`src/rtl/multi_blinker.sv`:
```
// multi_blinker: C_CH independent square-wave / burst generators sharing one
// configuration bus and one phase-sync input.
//
// Each channel has a mode (OFF, ON, BLINK, BURST) and a half-period in clock
// cycles. BLINK toggles out every `half` cycles forever. BURST emits
// cfg_burst high pulses, then falls back to OFF.
//
// Ports:
//   clk       in   main clock, rising edge
//   rst       in   synchronous active-high reset (all channels -> default BLINK)
//   cfg_we    in   configuration write strobe
//   cfg_ch    in   target channel of the write (out-of-range writes are ignored)
//   cfg_mode  in   0 OFF, 1 ON, 2 BLINK, 3 BURST
//   cfg_half  in   half-period in cycles (0 is treated as 1)
//   cfg_burst in   number of high pulses for BURST
//   sync      in   restarts the phase of every BLINK channel
//   out       out  channel outputs (registered)
//   tick      out  one-cycle pulse on the edge where out toggles
//   busy      out  high while a BURST is in progress
module multi_blinker #(
  parameter int C_CLK_FRQ = 100_000_000,
  parameter int C_CH      = 4,
  parameter int C_CNT_W   = 32,
  parameter int C_PERIOD  = 10,
  localparam int CH_W     = (C_CH > 1) ? $clog2(C_CH) : 1
) (
  input  logic               clk,
  input  logic               rst,
  input  logic               cfg_we,
  input  logic [CH_W-1:0]    cfg_ch,
  input  logic [1:0]         cfg_mode,
  input  logic [C_CNT_W-1:0] cfg_half,
  input  logic [7:0]         cfg_burst,
  input  logic               sync,
  output logic [C_CH-1:0]    out,
  output logic [C_CH-1:0]    tick,
  output logic [C_CH-1:0]    busy
);

  typedef enum logic [1:0] {
    M_OFF   = 2'd0,
    M_ON    = 2'd1,
    M_BLINK = 2'd2,
    M_BURST = 2'd3
  } mode_t;

  // Default half-period after reset; computed in 64 bits so large clock
  // frequencies do not overflow before the final narrowing.
  localparam longint unsigned HALF_DEF_L =
    longint'(C_CLK_FRQ) / 64'd1000 * longint'(C_PERIOD) / 64'd2;
  localparam logic [C_CNT_W-1:0] C_HALF_DEF = C_CNT_W'(HALF_DEF_L);
  localparam logic [C_CNT_W-1:0] ONE        = C_CNT_W'(1);

  mode_t              mode_q [C_CH];
  mode_t              mode_d [C_CH];
  logic [C_CNT_W-1:0] half_q [C_CH];
  logic [C_CNT_W-1:0] half_d [C_CH];
  logic [C_CNT_W-1:0] cnt_q  [C_CH];
  logic [C_CNT_W-1:0] cnt_d  [C_CH];
  logic [7:0]         rem_q  [C_CH];
  logic [7:0]         rem_d  [C_CH];
  logic [C_CH-1:0]    out_q, out_d;
  logic [C_CH-1:0]    tick_q, tick_d;
  logic [C_CH-1:0]    busy_q, busy_d;

  // State register
  always_ff @(posedge clk) begin
    for (int i = 0; i < C_CH; i++) begin
      if (rst) begin
        mode_q[i] <= M_BLINK;
        half_q[i] <= C_HALF_DEF;
        cnt_q[i]  <= '0;
        rem_q[i]  <= '0;
        out_q[i]  <= 1'b0;
        tick_q[i] <= 1'b0;
        busy_q[i] <= 1'b0;
      end else begin
        mode_q[i] <= mode_d[i];
        half_q[i] <= half_d[i];
        cnt_q[i]  <= cnt_d[i];
        rem_q[i]  <= rem_d[i];
        out_q[i]  <= out_d[i];
        tick_q[i] <= tick_d[i];
        busy_q[i] <= busy_d[i];
      end
    end
  end

  // Next-state logic. Per channel: config write beats sync beats the
  // terminal-count toggle, so a write landing on a terminal count suppresses
  // that toggle and its tick.
  always_comb begin
    for (int i = 0; i < C_CH; i++) begin
      mode_d[i] = mode_q[i];
      half_d[i] = half_q[i];
      cnt_d[i]  = cnt_q[i];
      rem_d[i]  = rem_q[i];
      out_d[i]  = out_q[i];
      tick_d[i] = 1'b0;
      busy_d[i] = busy_q[i];

      if (cfg_we && (int'(cfg_ch) == i)) begin
        // A zero half-period would never match half-1; clamp to 1.
        half_d[i] = (cfg_half == '0) ? ONE : cfg_half;
        cnt_d[i]  = '0;
        mode_d[i] = mode_t'(cfg_mode);
        out_d[i]  = (mode_t'(cfg_mode) == M_ON);
        rem_d[i]  = '0;
        busy_d[i] = 1'b0;
        if (mode_t'(cfg_mode) == M_BURST) begin
          rem_d[i]  = cfg_burst;
          busy_d[i] = (cfg_burst != 8'd0);
          // An empty burst is simply an idle channel.
          if (cfg_burst == 8'd0) begin
            mode_d[i] = M_OFF;
          end
        end
      end else if (sync && (mode_q[i] == M_BLINK)) begin
        cnt_d[i] = '0;
        out_d[i] = 1'b0;
      end else if ((mode_q[i] == M_BLINK) || (mode_q[i] == M_BURST)) begin
        if (cnt_q[i] == (half_q[i] - ONE)) begin
          cnt_d[i]  = '0;
          out_d[i]  = ~out_q[i];
          tick_d[i] = 1'b1;
          // Pulses are counted on their falling edge; the last fall ends
          // the burst on the same edge, leaving out low and tick asserted.
          if ((mode_q[i] == M_BURST) && out_q[i]) begin
            rem_d[i] = rem_q[i] - 8'd1;
            if (rem_q[i] == 8'd1) begin
              mode_d[i] = M_OFF;
              busy_d[i] = 1'b0;
            end
          end
        end else begin
          cnt_d[i] = cnt_q[i] + ONE;
        end
      end else begin
        cnt_d[i] = '0;
      end
    end
  end

  // Outputs come straight from registers.
  always_comb begin
    out  = out_q;
    tick = tick_q;
    busy = busy_q;
  end

endmodule
```
`config.mk`:
```
export PLATFORM = sky130hd
export DESIGN_NAME = multi_blinker
export DESIGN_NICKNAME = d
export VERILOG_FILES = /design/src/rtl/multi_blinker.sv
export SDC_FILE = /design/constraint.sdc
export NUM_CORES = 1
export LEC_CHECK = 0
export CAP_MARGIN = 20
export CORE_MARGIN = 2
export CORE_UTILIZATION = 35
export CTS_CLUSTER_SIZE = 8
export DETAILED_ROUTE_END_ITERATION = 8
export SLEW_MARGIN = 20
export SYNTH_ARGS = -nofsm -noshare
export SYNTH_HDL_FRONTEND = slang
export SYNTH_SLANG_ARGS = --single-unit
```
`constraint.sdc`:
```
create_clock -name clk -period 5 [get_ports clk]
set_input_delay 1.5 -clock clk [delete_from_list [all_inputs] [get_ports clk]]
set_output_delay 1.5 -clock clk [all_outputs]
set_load 0.02 [all_outputs]
```
==> flow_summary_export.csv, run 1 <==
group,metric,value,unit
grt,gr-usage-all-layers,0.209,
timing,setup-violations-final,0,
die,rows,83,
clocking,path_clk_slew,50,ps
logic_synthesis,synth_seq_cells,308,
drt,dr.pass1.iters,6,
clocking,cts_root_buffer,"clkbuf_16",
grt,antenna_found_initial,0,
logic_synthesis,synth_edf_count,0,
logic_synthesis,netlist_area,18100,um2
power,vdd_ir_drop_max,207,uV
clocking,postCtsSetupBuffers,0,
logic_synthesis,yosysWarningCount,0,
timing,tightest_slew,1180,ps
placement,hpwlAfterDp,41100,um
timing,max_freq,228,MHz
clocking,clk_latency,580,ps
drt,vias,17000,
clocking,cts_sinks,308,
power,power_frac_seq,0.439,
drt,drtIter0Drc,1394,
logic_synthesis,muxShareOfSynthArea,0.00629,
timing,fin_crit_sh,0.876,
power,power.density,291,nW/um2
clocking,cts_made_buffers,44,
placement,pre_cts_ws,671,ps
critical_path,cp_max_fo,32,
logic_synthesis,syn_avg_cell_area,7.67,um2
logic_synthesis,synth_top_area_frac,0.341,
logic_synthesis,seq_area_frac_synth,0.341,
timing,fin_crit,4380,ps
logic_synthesis,synth_cells,2361,
die,initial_core_util,0.354,
drt,final_antenna_net_count,0,
grt,grt_pass1_vias,15700,
logic_synthesis,syn_nets,2425,
critical_path,crit_required,5430,ps
drt,drt_wl_total,57100,um
logic_synthesis,synth_top_family_by_area,"simple AND/OR/NAND/NOR gates",
logic_synthesis,synthFlopType,"dfxtp_1",
logic_synthesis,synth_area_leaders,"dfxtp_1 34%, xnor2_1 8.0%, nand2_1 7.7%",
timing,slew_headroom,0.205,
timing,setup_ws,619,ps
timing,finalClockSkew,27.5,ps
logic_synthesis,yosys.area_share.simple,0.326,
grt,grt_pass1_wl,88400,um
drt,via_per_inst,5.61,
power,clkPwrFrac,0.452,
logic_synthesis,synth_cell_types,87,
die,io_pins,60,
power,internal_power,4.35,mW
logic_synthesis,synth_fa_ha_area_frac,0.0111,
timing,drv_slew,0,
die,core,51200,um2
power,combPwrFrac,0.109,
die,die_h,231,um
clocking,cts_resized,0,
power,swShare,0.267,
clocking,cts_tree,"yes",
logic_synthesis,ys_async_sr_fraction,0,
timing,fin_tns_setup,0,ps
final_layout,seq_area,6170,um2
final_layout,area_growth,12.6,%
clocking,clockBufferDepth,3,
clocking,h-tree-depth,2,
placement,gp_congestion,0.929,
die,die_w,231,um
logic_synthesis,yosysTopAreaCell,"dfxtp_1",
hold_path,min_path_type,"flip-flop to flip-flop",
final_layout,n_fill_cell,5242,
drt,drc,0,
grt,grt_max_degree,58,
final_layout,diodes,0,
critical_path,end_kind,"flip-flop",
placement,portBuffers,59,
grt,grt_overflow_total,0,
critical_path,cp.arrival,4810,ps
flow_run,cap_viol_max_count,0,
logic_synthesis,synth_compound_area_frac,0.136,
power,fin_total_pwr,5.94,mW
final_layout,nNetsFinal,2422,
final_layout,multi_input_area,11200,um2
outcome,status,"complete, no violations",
power,power_leakage,6.85,nW
critical_path,startpoint_type,"flip-flop",
power,switching_power,1.58,mW
final_layout,utilization,0.398,
final_layout,drive_gt1_frac,0.0568,
critical_path,critPathKind,"flip-flop to flip-flop",
die,dieArea,53600,um2
timing,hold_viol_final,0,
timing,rsz0062_at_grt,"no",
drt,wl_per_cell,18.8,um
clocking,cts_hold_buf,0,
logic_synthesis,synthXorXnorAreaFrac,0.138,
==> through the flow <==
stage               hold slack, ps  std cells  cell area, um2
global route                   490       3039           20400
detailed placement             461       2992           19200
global placement               461       2992           19200
CTS                            472       3039           20400
floorplan                      440       2361           18100
finish                         469       3039           20400
==> routing by layer <==
metal | vias to the layer above | wire, um | GRT usage
met1 | 8057 | 24400 | 0.261
met2 | 558 | 26700 | 0.352
met3 | 121 | 4050 | 0.0432
met5 | - | 0 | 0
met4 | 0 | 1960 | 0.0776
li1 | 8310 | - | -
==> cell usage after synthesis (all sizes together), types with 19 or more instances <==
cell type    n
or3         30
nand4       64
xnor2      165
inv         48
and4        19
o21ai       38
a31oi       19
nor3        86
nand2      371
xor2       121
a21oi      148
nor4        73
a211oi      26
buf         25
nor2       246
nand3      103
dfxtp      308
and3        46
or4         30
clkbuf     116
==> power by group through the flow <==
stage | Sequential [mW] | Clock, mW | Combinational [mW]
final | 2.61 | 2.68 | 0.645
after global routing | 2.62 | 2.85 | 0.704
after CTS | 2.61 | 2.76 | 0.638
after detailed placement | 2.66 | 0 | 0.634
after global placement | 2.65 | 0 | 0.628
after floorplan | 2.62 | 0 | 0.429
==> flip-flops by register name (all words and copies together) (netlist names) <==
| signal | count |
|---|---|
| out | 4 |
| tick | 4 |
| half_q | 128 |
| busy | 4 |
| rem_q | 32 |
| cnt_q | 128 |
| mode_q | 8 |
==> worst max-delay path, cell delays in order, from the launching register on <==
cell     delay [ps]
dfxtp_1         380
inv_1            90
ha_1            270
nor4b_2         520
nand4_1         450
buf_4           320
or3_1           340
a32oi_1         200
a21oi_1         110
or4_1           550
nor4_1          410
or4b_1          190
buf_4           310
nor2_1           90
==> logic make-up (layout without fill, tap and decap cells) <==
kind of cell               Yosys count  after routing
and+or+nand+nor                   1179           1179
xor gates and xnor gates           286            286
adders and majority gates           16             16
DFF                                308            308
AOI/OAI and AO/OA                  372            372
buffers and inverters              189            187
muxes                               11             11
==> final timing paths <==
| check | to | startpoint | slack (ps) | depth (start not counted) |
|---|---|---|---|---|
| setup / recovery | cnt_q[1][6]$_SDFF_PP0_ | half_q[1][0]$_SDFFE_PP0P_ | 620 | 13 |
| hold / removal | cnt_q[3][0]$_SDFF_PP0_ | cnt_q[3][0]$_SDFF_PP0_ | 470 | 1 |
| setup reg to reg | cnt_q[1][6]$_SDFF_PP0_ | half_q[1][0]$_SDFFE_PP0P_ | 620 | 13 |
| hold reg to reg | cnt_q[3][0]$_SDFF_PP0_ | cnt_q[3][0]$_SDFF_PP0_ | 470 | 1 |
==> layout make-up <==
cell class / instances / area share
multi-input combinational: 1864 / 0.549
sequential: 308 / 0.302
clock buffer: 44 / 0.0540
tap: 680 / 0.0417
timing repair buffer: 92 / 0.0410
inverter: 48 / 0.00884
clock inverter: 3 / 0.00270
==> placed cells by master, fill, tap and decap left out, types with 26 or more instances in the layout <==
cell             instances
a21oi_1                148
xnor2_1                165
nor3_1                  86
nand2_1                371
nor2_1                 243
and3_1                  45
or4_1                   27
or3_1                   30
buf_4                   34
a211oi_1                26
clkdlybuf4s50_1         58
dfxtp_1                308
inv_1                   47
nand3_1                103
o21ai_0                 38
nand4_1                 64
clkbuf_16               44
xor2_1                 121
nor4_1                  68
No activity file was read; power rests on OpenSTA's default activity.
==> run 2, diff against run 1 <==
--- a/config.mk
+++ b/config.mk
@@ -6,7 +6,6 @@
 export NUM_CORES = 1
 export LEC_CHECK = 0
 export CAP_MARGIN = 20
-export CORE_MARGIN = 2
 export CORE_UTILIZATION = 35
 export CTS_CLUSTER_SIZE = 8
 export DETAILED_ROUTE_END_ITERATION = 8
==> run 2 against run 1 <==
  * Count of clock-buffer cells in the layout is 4 higher
  * Sequential share of layout area decreased by 0.16 points
  * Wire length fell by 2.3%
  * Die area fell by 1.7%
  * Cell area increased by 0.53%
  * Clock power about the same
  * Final cell count rose by 0.33%
  * Clock skew shrank 1.9 ps
  * Highest routed layer unchanged
==> flow_summary_export.csv, run 2 (synthesis results as in run 1) <==
group,metric,value,unit
clocking,cts_hold_buf,0,
clocking,cts_tree,"yes",
power,fin_total_pwr,5.91,mW
placement,gp_congestion,0.915,
grt,antenna_found_initial,0,
critical_path,worstSetupStartpoint,"half_q[1][0]$_SDFFE_PP0P_",
clocking,cts_sinks,308,
die,io_pins,60,
critical_path,cp_max_fo,32,
timing,slew_headroom,0.216,
die,initial_core_util,0.358,
final_layout,layout_commonest_cell,"nand2_1",
timing,setup-violations-final,0,
clocking,cts_made_buffers,44,
placement,hpwlAfterDp,40400,um
placement,placedCellCount,3001,
drt,vias,17200,
timing,fin_crit_sh,0.869,
timing,rsz0062_at_grt,"no",
timing,finalClockSkew,25.6,ps
grt,grt_overflow_total,0,
critical_path,r2r-start,"half_q[1][0]$_SDFFE_PP0P_",
grt,busiest_layer,"met2",
drt,via_per_inst,5.64,
drt,drc,0,
critical_path,end_kind,"flip-flop",
drt,drtIter0Drc,1485,
timing,max_freq,230,MHz
drt,wl_per_cell,18.3,um
final_layout,drive_gt1_frac,0.0631,
placement,pre_cts_ws,759,ps
timing,worst_hold_slack,477,ps
drt,dr.pass1.iters,6,
die,dieArea,52600,um2
final_layout,top_regs,"cnt_q (128), half_q (128), rem_q (32)",
grt,grtUsageMet2,0.319,
grt,grt.met1_usage,0.282,
critical_path,critPathKind,"flip-flop to flip-flop",
die,rows,82,
grt,met3_usage,0.0324,
timing,fin_crit,4350,ps
die,die_h,229,um
timing,setup_ws,654,ps
timing,tightest_slew,1170,ps
clocking,clockBufferDepth,3,
final_layout,layout_common_cells,"371 x nand2_1, 308 x dfxtp_1, 243 x nor2_1",
clocking,path_clk_slew,50,ps
grt,gr-usage-all-layers,0.208,
clocking,h-tree-depth,2,
final_layout,nNetsFinal,2439,
power,power.density,289,nW/um2
clocking,cts_root_buffer,"clkbuf_16",
timing,drv_slew,0,
drt,drt_wl_total,55800,um
critical_path,crit_required,5430,ps
grt,grt_max_degree,60,
power,power_leakage,6.93,nW
clocking,cts_resized,0,
hold_path,hp-start,"busy[2]$_SDFFE_PP0P_",
clocking,postCtsSetupBuffers,0,
die,core,50600,um2
final_layout,layoutNonFillerInstCount,3049,
timing,fin_tns_setup,0,ps
grt,grt_pass1_wl,87700,um
timing,hold_viol_final,0,
final_layout,utilization,0.405,
final_layout,area_growth,13.2,%
clocking,clk_latency,580,ps
final_layout,fin_area,20500,um2
placement,portBuffers,59,
outcome,status,"complete, no violations",
die,die_w,229,um
final_layout,diodes,0,
placement,dpl_cell_area,19300,um2
critical_path,cp.arrival,4780,ps
grt,grt_pass1_vias,15800,
flow_run,cap_viol_max_count,0,
drt,final_antenna_net_count,0,
hold_path,min_path_type,"flip-flop to flip-flop",
critical_path,startpoint_type,"flip-flop",
power,vdd_ir_drop_max,180,uV
## run 2: cell types whose count changed in the layout (fill, tap and decap cells not counted), sizes merged
cell | previous run | this run
clkinv | 1 | 0
inv | 49 | 48
bufinv | 1 | 0
clkbuf | 44 | 48
buf | 34 | 51
## run 2: area by class of cell
type | count | area, um2
Clock buffer | 48 | 1150
Fill cell | 5072 | 30100
Inverter | 48 | 180
Multi-Input combinational cell | 1864 | 11200
Sequential cell | 308 | 6170
Tap cell | 672 | 841
Timing Repair Buffer | 109 | 963
## run 2: power by group
part / switching [mW] / leakage, nW / internal, mW
Clock: 1.07 / 0.564 / 1.58
Combinational: 0.400 / 3.87 / 0.250
Sequential: 0.0895 / 2.50 / 2.52
## run 2: layer usage
metal  part of all wire  routed length (um)
met5                  0                   0
met4              0.048                2660
met3              0.059                3270
met2               0.43               24200
met1               0.46               25700
## run 2: worst max-delay path, cell delays in order, from the launching register on
cell	delay, ps
dfxtp_1	380
inv_1	90
ha_1	260
nor4b_2	510
nand4_1	440
o31a_1	440
or4_1	520
or4_1	510
nor4_1	450
or4b_1	180
buf_4	310
nor2_1	90
## run 2: final timing paths
kind                                           endpoint  slack [ps]  depth (start not counted)
worst max-delay path            cnt_q[1][14]$_SDFF_PP0_         650                         11
worst min-delay path               busy[2]$_SDFFE_PP0P_         480                          2
worst max register to register  cnt_q[1][14]$_SDFF_PP0_         650                         11
worst min register to register     busy[2]$_SDFFE_PP0P_         480                          2
==> run 3, diff against run 2 <==
--- a/config.mk
+++ b/config.mk
@@ -9,7 +9,6 @@
 export CORE_UTILIZATION = 35
 export CTS_CLUSTER_SIZE = 8
 export DETAILED_ROUTE_END_ITERATION = 8
-export SLEW_MARGIN = 20
 export SYNTH_ARGS = -nofsm -noshare
 export SYNTH_HDL_FRONTEND = slang
 export SYNTH_SLANG_ARGS = --single-unit
==> results of run 3 <==
No change in the layout: final DEF, timing and power equal those of run 2.
